[src/rtl/ahb_pipelined_master.sv]
// AHB-Lite bus master: command FIFO feeding a split address/data pipeline,
// with wait-state freeze, two-cycle ERROR cancellation and a response pulse per transfer.
module ahb_pipelined_master #(
  parameter int ADDR_W = 32,
  parameter int DATA_W = 32,
  parameter int DEPTH  = 4
) (
  input  logic              HCLK,
  input  logic              HRESET,
  output logic [ADDR_W-1:0] HADDR,
  output logic [1:0]        HTRANS,
  output logic              HWRITE,
  output logic [2:0]        HSIZE,
  output logic [DATA_W-1:0] HWDATA,
  input  logic [DATA_W-1:0] HRDATA,
  input  logic              HREADY,
  input  logic              HRESP,
  input  logic              CMD_VALID,
  output logic              CMD_READY,
  input  logic [ADDR_W-1:0] CMD_ADDR,
  input  logic [DATA_W-1:0] CMD_WDATA,
  input  logic              CMD_WRITE,
  output logic              RSP_VALID,
  output logic [DATA_W-1:0] RSP_RDATA,
  output logic              RSP_ERR,
  output logic              BUSY
);

  localparam int PTR_W = $clog2(DEPTH);
  localparam int CNT_W = PTR_W + 1;
  localparam logic [1:0] TRANS_IDLE   = 2'b00;
  localparam logic [1:0] TRANS_NONSEQ = 2'b10;

  typedef struct packed {
    logic              write;
    logic [ADDR_W-1:0] addr;
    logic [DATA_W-1:0] wdata;
  } cmd_t;

  typedef enum logic {ST_NORMAL, ST_ERR_CANCEL} state_t;

  cmd_t              fifo_mem [DEPTH];
  logic [PTR_W-1:0]  wr_ptr_q, wr_ptr_d;
  logic [PTR_W-1:0]  rd_ptr_q, rd_ptr_d;
  logic [CNT_W-1:0]  count_q, count_d;
  logic              ap_valid_q, ap_valid_d;
  cmd_t              ap_q, ap_d;
  logic              dp_valid_q, dp_valid_d;
  logic              dp_write_q, dp_write_d;
  logic [DATA_W-1:0] dp_wdata_q, dp_wdata_d;
  state_t            state_q, state_d;
  logic              rsp_valid_q, rsp_valid_d;
  logic [DATA_W-1:0] rsp_rdata_q, rsp_rdata_d;
  logic              rsp_err_q, rsp_err_d;

  logic full, push, pop, complete;
  cmd_t cmd_in;

  assign full     = (count_q == CNT_W'(DEPTH));
  assign push     = CMD_VALID && !full;
  assign complete = dp_valid_q && HREADY;
  assign cmd_in   = '{write: CMD_WRITE, addr: CMD_ADDR, wdata: CMD_WDATA};

  always_comb begin
    // NOTE: every combinational output gets a default first so no path can infer a latch.
    state_d     = state_q;
    ap_valid_d  = ap_valid_q;
    ap_d        = ap_q;
    dp_valid_d  = dp_valid_q;
    dp_write_d  = dp_write_q;
    dp_wdata_d  = dp_wdata_q;
    rsp_valid_d = complete;
    rsp_rdata_d = rsp_rdata_q;
    rsp_err_d   = rsp_err_q;
    pop         = 1'b0;

    unique case (state_q)
      ST_NORMAL: begin
        if (dp_valid_q && HRESP && !HREADY) begin
          state_d = ST_ERR_CANCEL;
        end else if (!dp_valid_q || HREADY) begin
          // Bus status is meaningless without a data phase, so an empty DP always advances.
          dp_valid_d = ap_valid_q;
          if (ap_valid_q) begin
            dp_write_d = ap_q.write;
            dp_wdata_d = ap_q.wdata;
          end
          if (count_q != '0) begin
            ap_valid_d = 1'b1;
            ap_d       = fifo_mem[rd_ptr_q];
            pop        = 1'b1;
          end else begin
            ap_valid_d = 1'b0;
          end
        end
      end
      ST_ERR_CANCEL: begin
        // The cancelled address phase stays in AP and re-issues once the error completes.
        if (HREADY) begin
          state_d    = ST_NORMAL;
          dp_valid_d = 1'b0;
        end
      end
      default: state_d = ST_NORMAL;
    endcase

    if (complete) begin
      rsp_rdata_d = dp_write_q ? '0 : HRDATA;
      rsp_err_d   = HRESP;
    end

    wr_ptr_d = push ? wr_ptr_q + 1'b1 : wr_ptr_q;
    rd_ptr_d = pop  ? rd_ptr_q + 1'b1 : rd_ptr_q;
    count_d  = count_q + CNT_W'(push) - CNT_W'(pop);
  end

  // NOTE: FIFO storage is not reset; only pointers and count need a known value.
  always_ff @(posedge HCLK) begin
    if (push) fifo_mem[wr_ptr_q] <= cmd_in;
  end

  // NOTE: sequential state uses non-blocking assignments so all flops update together.
  always_ff @(posedge HCLK or posedge HRESET) begin
    if (HRESET) begin
      wr_ptr_q    <= '0;
      rd_ptr_q    <= '0;
      count_q     <= '0;
      ap_valid_q  <= 1'b0;
      ap_q        <= '0;
      dp_valid_q  <= 1'b0;
      dp_write_q  <= 1'b0;
      dp_wdata_q  <= '0;
      state_q     <= ST_NORMAL;
      rsp_valid_q <= 1'b0;
      rsp_rdata_q <= '0;
      rsp_err_q   <= 1'b0;
    end else begin
      wr_ptr_q    <= wr_ptr_d;
      rd_ptr_q    <= rd_ptr_d;
      count_q     <= count_d;
      ap_valid_q  <= ap_valid_d;
      ap_q        <= ap_d;
      dp_valid_q  <= dp_valid_d;
      dp_write_q  <= dp_write_d;
      dp_wdata_q  <= dp_wdata_d;
      state_q     <= state_d;
      rsp_valid_q <= rsp_valid_d;
      rsp_rdata_q <= rsp_rdata_d;
      rsp_err_q   <= rsp_err_d;
    end
  end

  assign HADDR     = ap_q.addr;
  assign HWRITE    = ap_q.write;
  assign HTRANS    = (ap_valid_q && state_q == ST_NORMAL) ? TRANS_NONSEQ : TRANS_IDLE;
  assign HSIZE     = 3'($clog2(DATA_W / 8));
  assign HWDATA    = dp_wdata_q;
  assign CMD_READY = !full;
  assign RSP_VALID = rsp_valid_q;
  assign RSP_RDATA = rsp_rdata_q;
  assign RSP_ERR   = rsp_err_q;
  assign BUSY      = (count_q != '0) || ap_valid_q || dp_valid_q;

endmodule

[config.mk]
export PLATFORM = sky130hd
export DESIGN_NAME = ahb_pipelined_master
export DESIGN_NICKNAME = d
export VERILOG_FILES = /design/src/rtl/ahb_pipelined_master.sv
export SDC_FILE = /design/constraint.sdc
export NUM_CORES = 1
export LEC_CHECK = 0
export BUFFER_PORTS_ARGS = -buffer_cell sky130_fd_sc_hd__buf_2
export CORE_MARGIN = 2
export CORE_UTILIZATION = 45
export DETAILED_ROUTE_END_ITERATION = 8
export SYNTH_ARGS = -nofsm -noshare
export SYNTH_HDL_FRONTEND = slang
export SYNTH_SLANG_ARGS = --single-unit
export TNS_END_PERCENT = 100
[constraint.sdc]
create_clock -name HCLK -period 4.89 [get_ports HCLK]
set_input_delay 0.7335 -clock HCLK [delete_from_list [all_inputs] [get_ports HCLK]]
set_output_delay 0.7335 -clock HCLK [all_outputs]
set_load 0.03 [all_outputs]
After elaboration in Yosys (flattened, before gate mapping)
Memories as Yosys holds them, arrays and structs flattened. A register that Yosys moved wholly into a read port is not among the register bits. Index checks and enable logic that the tools add are counted.

Reduce and logical (&&, ||, !) cells: 16. Bitwise gates (word level): 2. $add $sub $neg: 4. Eq/ne operators: 4. Muxes and demuxes: 15.

Operators with widths (number): $mux 32 (1); $mux 1 (11); $reduce_and 4->1 (2); $ne 2x2->1 const B (3); $reduce_and 3->1 (2); $logic_and 1x1->1 (5); $add 2x1->2 const B (2); $pmux 1 s2 (2); $add 3x1->3 (1); $eq 3x3->1 const B (1); $logic_not 1->1 (3); $logic_or 1x1->1 (3); $reduce_bool 3->1 (1); $sub 3x1->3 (1); $mux 2 (1); $not 1->1 (2).

Register bits after elaboration: 77. Memories: 1. Output and inout bits: 106. Word-level logic and storage cells: 53. RAM bits: 260. Input port bits: 102.

Memories: fifo_mem (words 4, width 65, rd ports 1, clocked after Yosys merged registers in 1, wr ports 1, RTL line 42) `cmd_t fifo_mem [DEPTH];`.

Longest topological paths before layout
Gate-level depths: netlist of the first run.

Word-level depth: 6. Depth in mapped cells: 10. Gate-level depth less buffers: 10.

Worst setup path after synthesis of the first run
No wires, ideal clock.

Kind: flip-flop to flip-flop. Start point: register count_q[2]. End point: memory fifo_mem[0][0] (netlist bit) (enable). Arrival: 2.419 ns. Library setup time: 0.430 ns. Stages on the path, launching flop included: 3. Setup slack: 2.041 ns. Path buffers: 0. Period minus slack after synthesis: 2.849 ns. Required time: 4.460 ns. Cell sequence: dfrtp_1 or3b_1 and3_1.

Word-level cells in the longest chain between the ends: 5.

Ends and longest elaborated chain: from (decl) (RTL line 45) `logic [CNT_W-1:0] count_q, count_d;`; from (signal assigned) (RTL line 140) `count_q <= count_d;`; $eq 3x3->1 (RTL line 59) `assign full = (count_q == CNT_W'(DEPTH));`; $logic_not 1->1; net CMD_READY (RTL line 19) `output logic CMD_READY,`; $logic_and 1x1->1 (RTL line 60) `assign push = CMD_VALID && !full;`; $mux 1 (RTL line 119) `if (push) fifo_mem[wr_ptr_q] <= cmd_in;`; $mux 1 (implied by the code) (RTL line 119); to (decl) (RTL line 42).

The timed path passes the listed nets, and every way through them passes these cells.

Final worst setup path of the first run
Start point: register dp_valid_q. End point: register count_q[2].

Word-level cells in the longest chain between the ends: 6. Elaborated cells on any way between the ends: 8. Those cells by class: 1 x add/sub; 3 x mux; 4 x reduce/logical.

Ends and longest elaborated chain: from (decl) (RTL line 48) `logic dp_valid_q, dp_valid_d;`; from (signal assigned) (RTL line 143) `dp_valid_q <= dp_valid_d;`; $logic_not 1->1 (RTL line 81) `end else if (!dp_valid_q || HREADY) begin`; $logic_or 1x1->1 (RTL line 81); $mux 1 (RTL line 81); $mux 1 * (RTL line 79) `if (dp_valid_q && HRESP && !HREADY) begin`; $mux 1 * (RTL line 77) `unique case (state_q)`; $sub 3x1->3 * (RTL line 114) `count_d = count_q + CNT_W'(push) - CNT_W'(pop);`; net count_d[2] (RTL line 45).

Mark *: on every way through the listed nets, which the timed path passes. The rest lies on a longest branch. A chain may end at the register's enable or synchronous reset.

==> results of run 1 <==
==> worst max-delay path: cells and delay by family, from the launching register on <==
kind	cells	cell delay (ns)
buf+inv	3	0.58
flops	1	0.40
xor+xnor	2	0.26
simple gates	2	0.38
fa+ha+maj	3	0.84
==> sequential cells by signal (all words and copies together) (netlist names), 2 cells and up <==
name and cells:
HWDATA 32, RSP_RDATA 32, HADDR 32, wr_ptr_q 2, ap_q 32, count_q 3, fifo_mem 260, rd_ptr_q 2
==> cell usage in the layout (no fill, tap or decap), types with 2 or more instances in the layout <==
cell / Yosys / layout
ha_1: 6 / 6
bufinv_16: 0 / 4
clkinv_1: 0 / 2
mux4_2: 65 / 65
clkbuf_1: 15 / 11
buf_4: 38 / 11
dfrtp_1: 142 / 140
conb_1: 2 / 4
mux2_2: 64 / 64
diode_2: 0 / 4
xor2_1: 2 / 2
edfxtp_1: 260 / 260
inv_1: 8 / 7
xnor2_1: 3 / 3
dfrtp_4: 0 / 2
nand2_1: 34 / 34
clkbuf_8: 0 / 8
nand2b_1: 33 / 33
and3_4: 0 / 4
clkbuf_16: 0 / 45
mux2_4: 28 / 28
mux2_1: 8 / 8
clkinv_2: 0 / 8
o21ai_0: 33 / 33
buf_2: 12 / 203
nor2_1: 2 / 2
==> cell usage after synthesis, types with 2 or more instances <==
cell type  count
buf_12         3
xnor2_1        3
ha_1           6
xor2_1         2
mux2_1         8
edfxtp_1     260
and3_1         4
nor2b_1        2
mux2_4        28
nand2_1       34
nor3_2         2
dfrtp_1      142
inv_1          8
conb_1         2
mux4_2        65
nand2b_1      33
mux2_2        64
buf_2         12
buf_6          3
nor2_1         2
clkbuf_1      15
buf_4         38
o21ai_0       33
==> cell families after synthesis <==
logic type	after synthesis
adders and majority gates	7
other	2
AOI/OAI and AO/OA	34
buffers and inverters	81
and+or+nand+nor	82
DFF	402
muxes	165
xor gates and xnor gates	5
==> through the flow <==
step                      power, mW  setup slack [ns]  std cells  hold slack (ns)
after CTS                      12.8              2.25       1449            0.388
after floorplan                8.56             0.347        780            0.460
after detailed placement       9.48              1.93       1370            0.465
final                          12.6              2.29       1453            0.362
after global routing           13.2              2.14       1450            0.397
after global placement         9.41              1.96       1370            0.457
==> metal layers <==
layer / vias to the layer above / share of wire
met5: - / 0.00024
met4: 2 / 0.023
met3: 60 / 0.050
met2: 171 / 0.49
met1: 3780 / 0.43
li1: 3300 / -
==> cell type report <==
cell class	count	share of cell area
inverter	8	0.00194
multi-input combinational	297	0.194
clock buffer	64	0.0708
clock inverter	15	0.00971
tap	448	0.0311
timing repair buffer	215	0.0620
sequential	402	0.630
antenna	4	0.000555
==> worst min-delay path by stage <==
stage          slack [ns]             to           from
3_3_place_gp         0.46  RSP_RDATA[27]  RSP_RDATA[27]
2_1_floorplan        0.46     HWDATA[18]       ap_q[18]
4_1_cts              0.39  RSP_RDATA[22]         HRESET
3_5_place_dp         0.46  RSP_RDATA[27]  RSP_RDATA[27]
5_1_grt              0.40        state_q         HREADY
6_report             0.36  RSP_RDATA[21]         HRESET
==> power groups by stage <==
stage	Combinational (mW)	Clock (mW)	Sequential (mW)
floorplan	2.87	0	5.69
global placement	3.97	0	5.44
detailed placement	4.03	0	5.46
CTS	4.03	3.36	5.40
global route	4.22	3.50	5.52
finish	3.94	3.27	5.37
==> results by group, run 1 <==
Synth
  – Sequential-to-total area share from yosys stat: 0.740
  – Synth Area in Compound Gates: 0.0111
  – Syn avg cell area: 19.7 um2
  – Post-synth ARST share: 0.353
  – Synth Register Bits: 402
  – Cells after Synth: 778
  – Yosys top cell by area: edfxtp_1
  – Synth warnings: 0
  – Cell Area, Synth: 15,400 um2
  – Post-Synth XOR/XNOR Area: 0.00285
  – Post-Synth Simple-Gate Area: 0.0285
  – Post-Synth Adder-Cell Area: 0.00619
  – Post-synth top area share: 0.508
  – Largest family of logic cells by synthesized area: multiplexers
  – Synth top area cells: edfxtp_1, dfrtp_1, mux4_2
  – Post-synth EDFFs: 260
  – Post-synth top flop: edfxtp_1
  – Mux share of post-synthesis cell area: 0.176
  – Netlist cell types: 32

Worst setup path
  – Slowest cell on crit path: buf_4
  – CP max FO: 32
  – CP arrival: 3.00 ns
  – Crit Reg-Reg Startpoint: dp_valid_q
  – Cell Chain, Critical Path: nor2b_2, nor3_4, buf_4, ha_1, inv_1, ha_1, inv_1, fa_1, xnor2_1, xnor2_1
  – Startpoint Class: flop
  – Max incr delay on CP: 0.47 ns
  – Setup crit end: count_q[2]
  – Worst R2R Path Depth: 10
  – Worst path required time: 5.29 ns
  – R2R setup slack: 2.29 ns
  – WS Path Type: reg2reg
  – Crit end category: flop
  – R2R Path End: count_q[2]
  – Crit path from: dp_valid_q

Clocking
  – Setup Buffers After CTS: 0
  – Clock root buffer: clkbuf_16
  – H-tree Lvls: 2
  – Clock buffer depth: 3
  – Clock sinks: 402
  – Inserted Clock Buffers: 43
  – Number of hold buffers added after cts: 0
  – CTS tree: done
  – PostCTS Resize Cnt: 0
  – Worst-Skew Late Latency: 0.52 ns
  – Reg clk slew, reported paths: 0.06 ns

Drt
  – Via count: 7,313
  – Final ANT Viol Nets: 0
  – WL final: 29,200 um
  – Drt initial violations: 457
  – # DRC: 0
  – Drt wl/cell: 20.1 um
  – DR vias/cell: 5.03
  – Drt pass-1 iters: 4

Placed design
  – Placed inst area: 16,600 um2
  – Dpl hpwl: 16,800 um
  – Placer Congestion: 0.719
  – Port Buffers: 203

Floorplanning
  – Chip height: 189 um
  – Num rows: 67
  – Die W: 189 um
  – Core area: 33,500 um2
  – Initial cell density of the core: 0.458
  – Die area: 35,600 um2
  – # IOs: 208

Power
  – Flop pwr share: 0.427
  – Switching Share: 0.321
  – Comb pwr share: 0.313
  – Leakage power: 6.96 nW
  – Cell Pwr Density: 697 nW/um2
  – Clock power share: 0.260
  – Sw power: 4.04 mW
  – VDD IR max: 0.394 mV
  – Internal Power: 8.53 mW

Final layout
  – Final Cell Area: 18,000 um2
  – Filler cells: 2,710
  – Area of the multi-input gates: 3490 um2
  – Layout net count: 1,076
  – Synth-to-layout area growth: 17.5%
  – Share of layout cells above drive strength 1: 0.450
  – FF/Latch Area: 11,400 um2
  – Final core utilization: 0.538

Timing
  – RSZ-0062 raised after global routing: no
  – Slew headroom: 0.409
  – Min Clock Period, post-route: 2.60 ns
  – Fmax: 385 MHz
  – Worst-Margin Slew: 0.886 ns
  – Worst Skew: 0.0168 ns
  – Slew Limit Fails: 0
  – Fin Setup TNS: 0 ns
  – Setup violations, final: 0
  – Fin. Hold Viols: 0
  – Final period util: 0.532

Outcome
  – Status: finished, final reports clean

Run
  – Max Cap Viol: 0

Worst hold path
  – HP Class: in2async

GRT
  – Total GRT Usage: 0.167
  – Initial antenna violation count: 5
  – Largest net degree at the start of global routing: 81
  – Grt met3 use: 0.0365
  – Vias in the first global route: 7,799
  – Grt met2 use: 0.274
  – Gr ovfl total: 0
  – Global routing usage on met1: 0.227
  – GRT busiest layer: met2
  – First-pass GRT wire length: 45,600 um
Power figures use the tool's default switching activity.
==> inputs of run 2 (changes only) <==
==> constraint.sdc (replaced) <==
create_clock -name HCLK -period 2.7 [get_ports HCLK]
set_input_delay 0.405 -clock HCLK [delete_from_list [all_inputs] [get_ports HCLK]]
set_output_delay 0.405 -clock HCLK [all_outputs]
set_load 0.03 [all_outputs]
==> run 2 against run 1 <==
  * Power up 82%
  * Final area up 0.79%
  * Clock-buffer cell count unchanged
  * Flip-flop and latch count unchanged
  * Clock power up 78%
  * Largest cell class unchanged
==> results by group, run 2 (synthesized netlist as in run 1, its figures left out) <==
Worst setup path
  – CP arrival: 2.87 ns (was 3.00 ns)
  – Cell Chain, Critical Path: or3b_1, and2_1, inv_1, ha_1, inv_1, ha_1, inv_1, fa_1, xnor2_1, xnor2_1 (was nor2b_2, nor3_4, buf_4, ha_1, inv_1, ha_1, inv_1, fa_1, xnor2_1, xnor2_1)
  – WS Path Type: reg2reg (unchanged)
  – Crit end category: flop (unchanged)
  – CP max FO: 6 (was 32)
  – Worst path required time: 3.11 ns (was 5.29 ns)
  – Slowest cell on crit path: or3b_1 (was buf_4)
  – Most frequent CP cell: inv_1
  – Max incr delay on CP: 0.48 ns (was 0.47 ns)
  – Startpoint Class: flop (unchanged)

GRT
  – Total GRT Usage: 0.167 (about the same)
  – Gr ovfl total: 0 (unchanged)
  – Largest net degree at the start of global routing: 68 (was 81)
  – Vias in the first global route: 7,673 (was 7,799)
  – First-pass GRT wire length: 45,200 um (was 45,600 um)
  – Grt met2 use: 0.284 (was 0.274)
  – Global routing usage on met1: 0.211 (was 0.227)
  – Grt met3 use: 0.0471 (was 0.0365)
  – Initial antenna violation count: 5 (unchanged)
  – GRT busiest layer: met2 (unchanged)

Drt
  – Drt pass-1 iters: 6 (was 4)
  – Via count: 7,267 (was 7,313)
  – DR vias/cell: 4.97 (was 5.03)
  – # DRC: 0 (unchanged)
  – Final ANT Viol Nets: 0 (unchanged)
  – Drt initial violations: 315 (was 457)
  – WL final: 29,000 um (was 29,200 um)
  – Drt wl/cell: 19.9 um (was 20.1 um)

Floorplanning
  – Num rows: 67 (unchanged)
  – Initial cell density of the core: 0.458 (unchanged)
  – Die area: 35,600 um2 (unchanged)
  – Core area: 33,500 um2 (unchanged)
  – # IOs: 208 (unchanged)
  – Chip height: 189 um (unchanged)
  – Die W: 189 um (unchanged)

Timing
  – RSZ-0062 raised after global routing: no (unchanged)
  – Final period util: 0.912 (was 0.532)
  – Setup violations, final: 0 (unchanged)
  – Worst Skew: 0.0162 ns (was 0.0168 ns)
  – Fin Setup TNS: 0 ns (unchanged)
  – Min Clock Period, post-route: 2.46 ns (was 2.60 ns)
  – Slew headroom: 0.478 (was 0.409)
  – Slew Limit Fails: 0 (unchanged)
  – Worst-Margin Slew: 0.783 ns (was 0.886 ns)
  – Fin. Hold Viols: 0 (unchanged)
  – Fmax: 406 MHz (was 385 MHz)

Final layout
  – Filler cells: 2,681 (was 2,710)
  – FF/Latch Area: 11,400 um2 (unchanged)
  – Area of the multi-input gates: 3490 um2 (unchanged)
  – Synth-to-layout area growth: 18.4% (was 17.5%)
  – Top reg by flops: fifo_mem (unchanged)
  – Most frequent cells in the layout: edfxtp_1, buf_2, dfrtp_1 (unchanged)
  – Share of layout cells above drive strength 1: 0.450 (about the same)
  – Largest register FFs: 260 (unchanged)
  – Layout net count: 1,084 (was 1,076)
  – Most common cell after layout, fill and taps aside: edfxtp_1 (unchanged)

Clocking
  – Clock sinks: 402 (unchanged)
  – Inserted Clock Buffers: 43 (unchanged)
  – CTS tree: done (unchanged)
  – Clock root buffer: clkbuf_16 (unchanged)
  – Worst-Skew Late Latency: 0.54 ns (was 0.52 ns)
  – Number of hold buffers added after cts: 1 (was 0)
  – Clock buffer depth: 3 (unchanged)
  – Reg clk slew, reported paths: 0.06 ns (about the same)
  – H-tree Lvls: 2 (unchanged)
  – PostCTS Resize Cnt: 0 (unchanged)
  – Setup Buffers After CTS: 0 (unchanged)

Placed design
  – Placer Congestion: 0.726 (was 0.719)
  – Dpl hpwl: 17,300 um (was 16,800 um)
  – Port Buffers: 203 (unchanged)

Power
  – Leakage power: 7.01 nW (was 6.96 nW)
  – Cell Pwr Density: 1260 nW/um2 (was 697 nW/um2)
  – VDD IR max: 0.957 mV (was 0.394 mV)
  – Final Power: 22.9 mW (was 12.6 mW)

Outcome
  – Status: finished, final reports clean (unchanged)

Run
  – Max Cap Viol: 0 (unchanged)

Worst hold path
  – HP Class: in2reg (was in2async)
[run 2: cell type report]
cell class              instances  area share
clock inverters                16     0.00929
diodes                          3    0.000413
multi-input cells             297       0.192
flip-flops and latches        402       0.625
repair buffers                223      0.0712
clock buffers                  64      0.0690
inverters                       8     0.00186
well taps                     448      0.0308
[run 2: worst max-delay path, delay by kind of cell (launching register included)]
kind                     cells  cell delay (ns)
XOR/XNOR                     2             0.27
adder cells (fa/ha/maj)      3             0.76
buffers and inverters        3             0.17
flip-flops                   1             0.44
AND/OR/NAND/NOR              2             0.71
[run 2: worst paths after layout]
check | from | end | slack, ns | cells after the start
min | HREADY | state_q | 0.07 | 2
min reg2reg | RSP_RDATA[30] | RSP_RDATA[30] | 0.48 | 2
min in group asynchronous | HRESET | HADDR[22] | 0.44 | 3
max in group asynchronous | HRESET | rd_ptr_q[0] | 1.53 | 4
max | count_q[1] | count_q[2] | 0.24 | 10
max reg2reg | count_q[1] | count_q[2] | 0.24 | 10
[run 2: where the power goes]
part	internal, mW	total, mW	switching (mW)
Clock	3.51	5.81	2.30
Combinational	3.40	7.44	4.05
Sequential	8.58	9.61	1.04
[run 2: through the flow]
| step | area, um2 | hold WS, ns | std cells | utilization | setup slack (ns) |
|---|---|---|---|---|---|
| floorplan | 15400 | 0.460 | 780 | - | 0.198 |
| global placement | 16700 | 0.442 | 1377 | 0.499 | 0.288 |
| detailed placement | 16700 | 0.449 | 1377 | 0.499 | 0.228 |
| CTS | 18200 | 0.0452 | 1458 | 0.542 | 0.228 |
| global route | 18200 | 0.0470 | 1458 | 0.542 | 0.0479 |
| finish | 18200 | 0.0701 | 1461 | 0.542 | 0.237 |
[run 2: per-layer routing]
layer | routed length (um) | up-vias
met5 | 41 | -
met4 | 477 | 6
met3 | 1680 | 50
met2 | 14600 | 161
met1 | 12200 | 3727
li1 | - | 3323
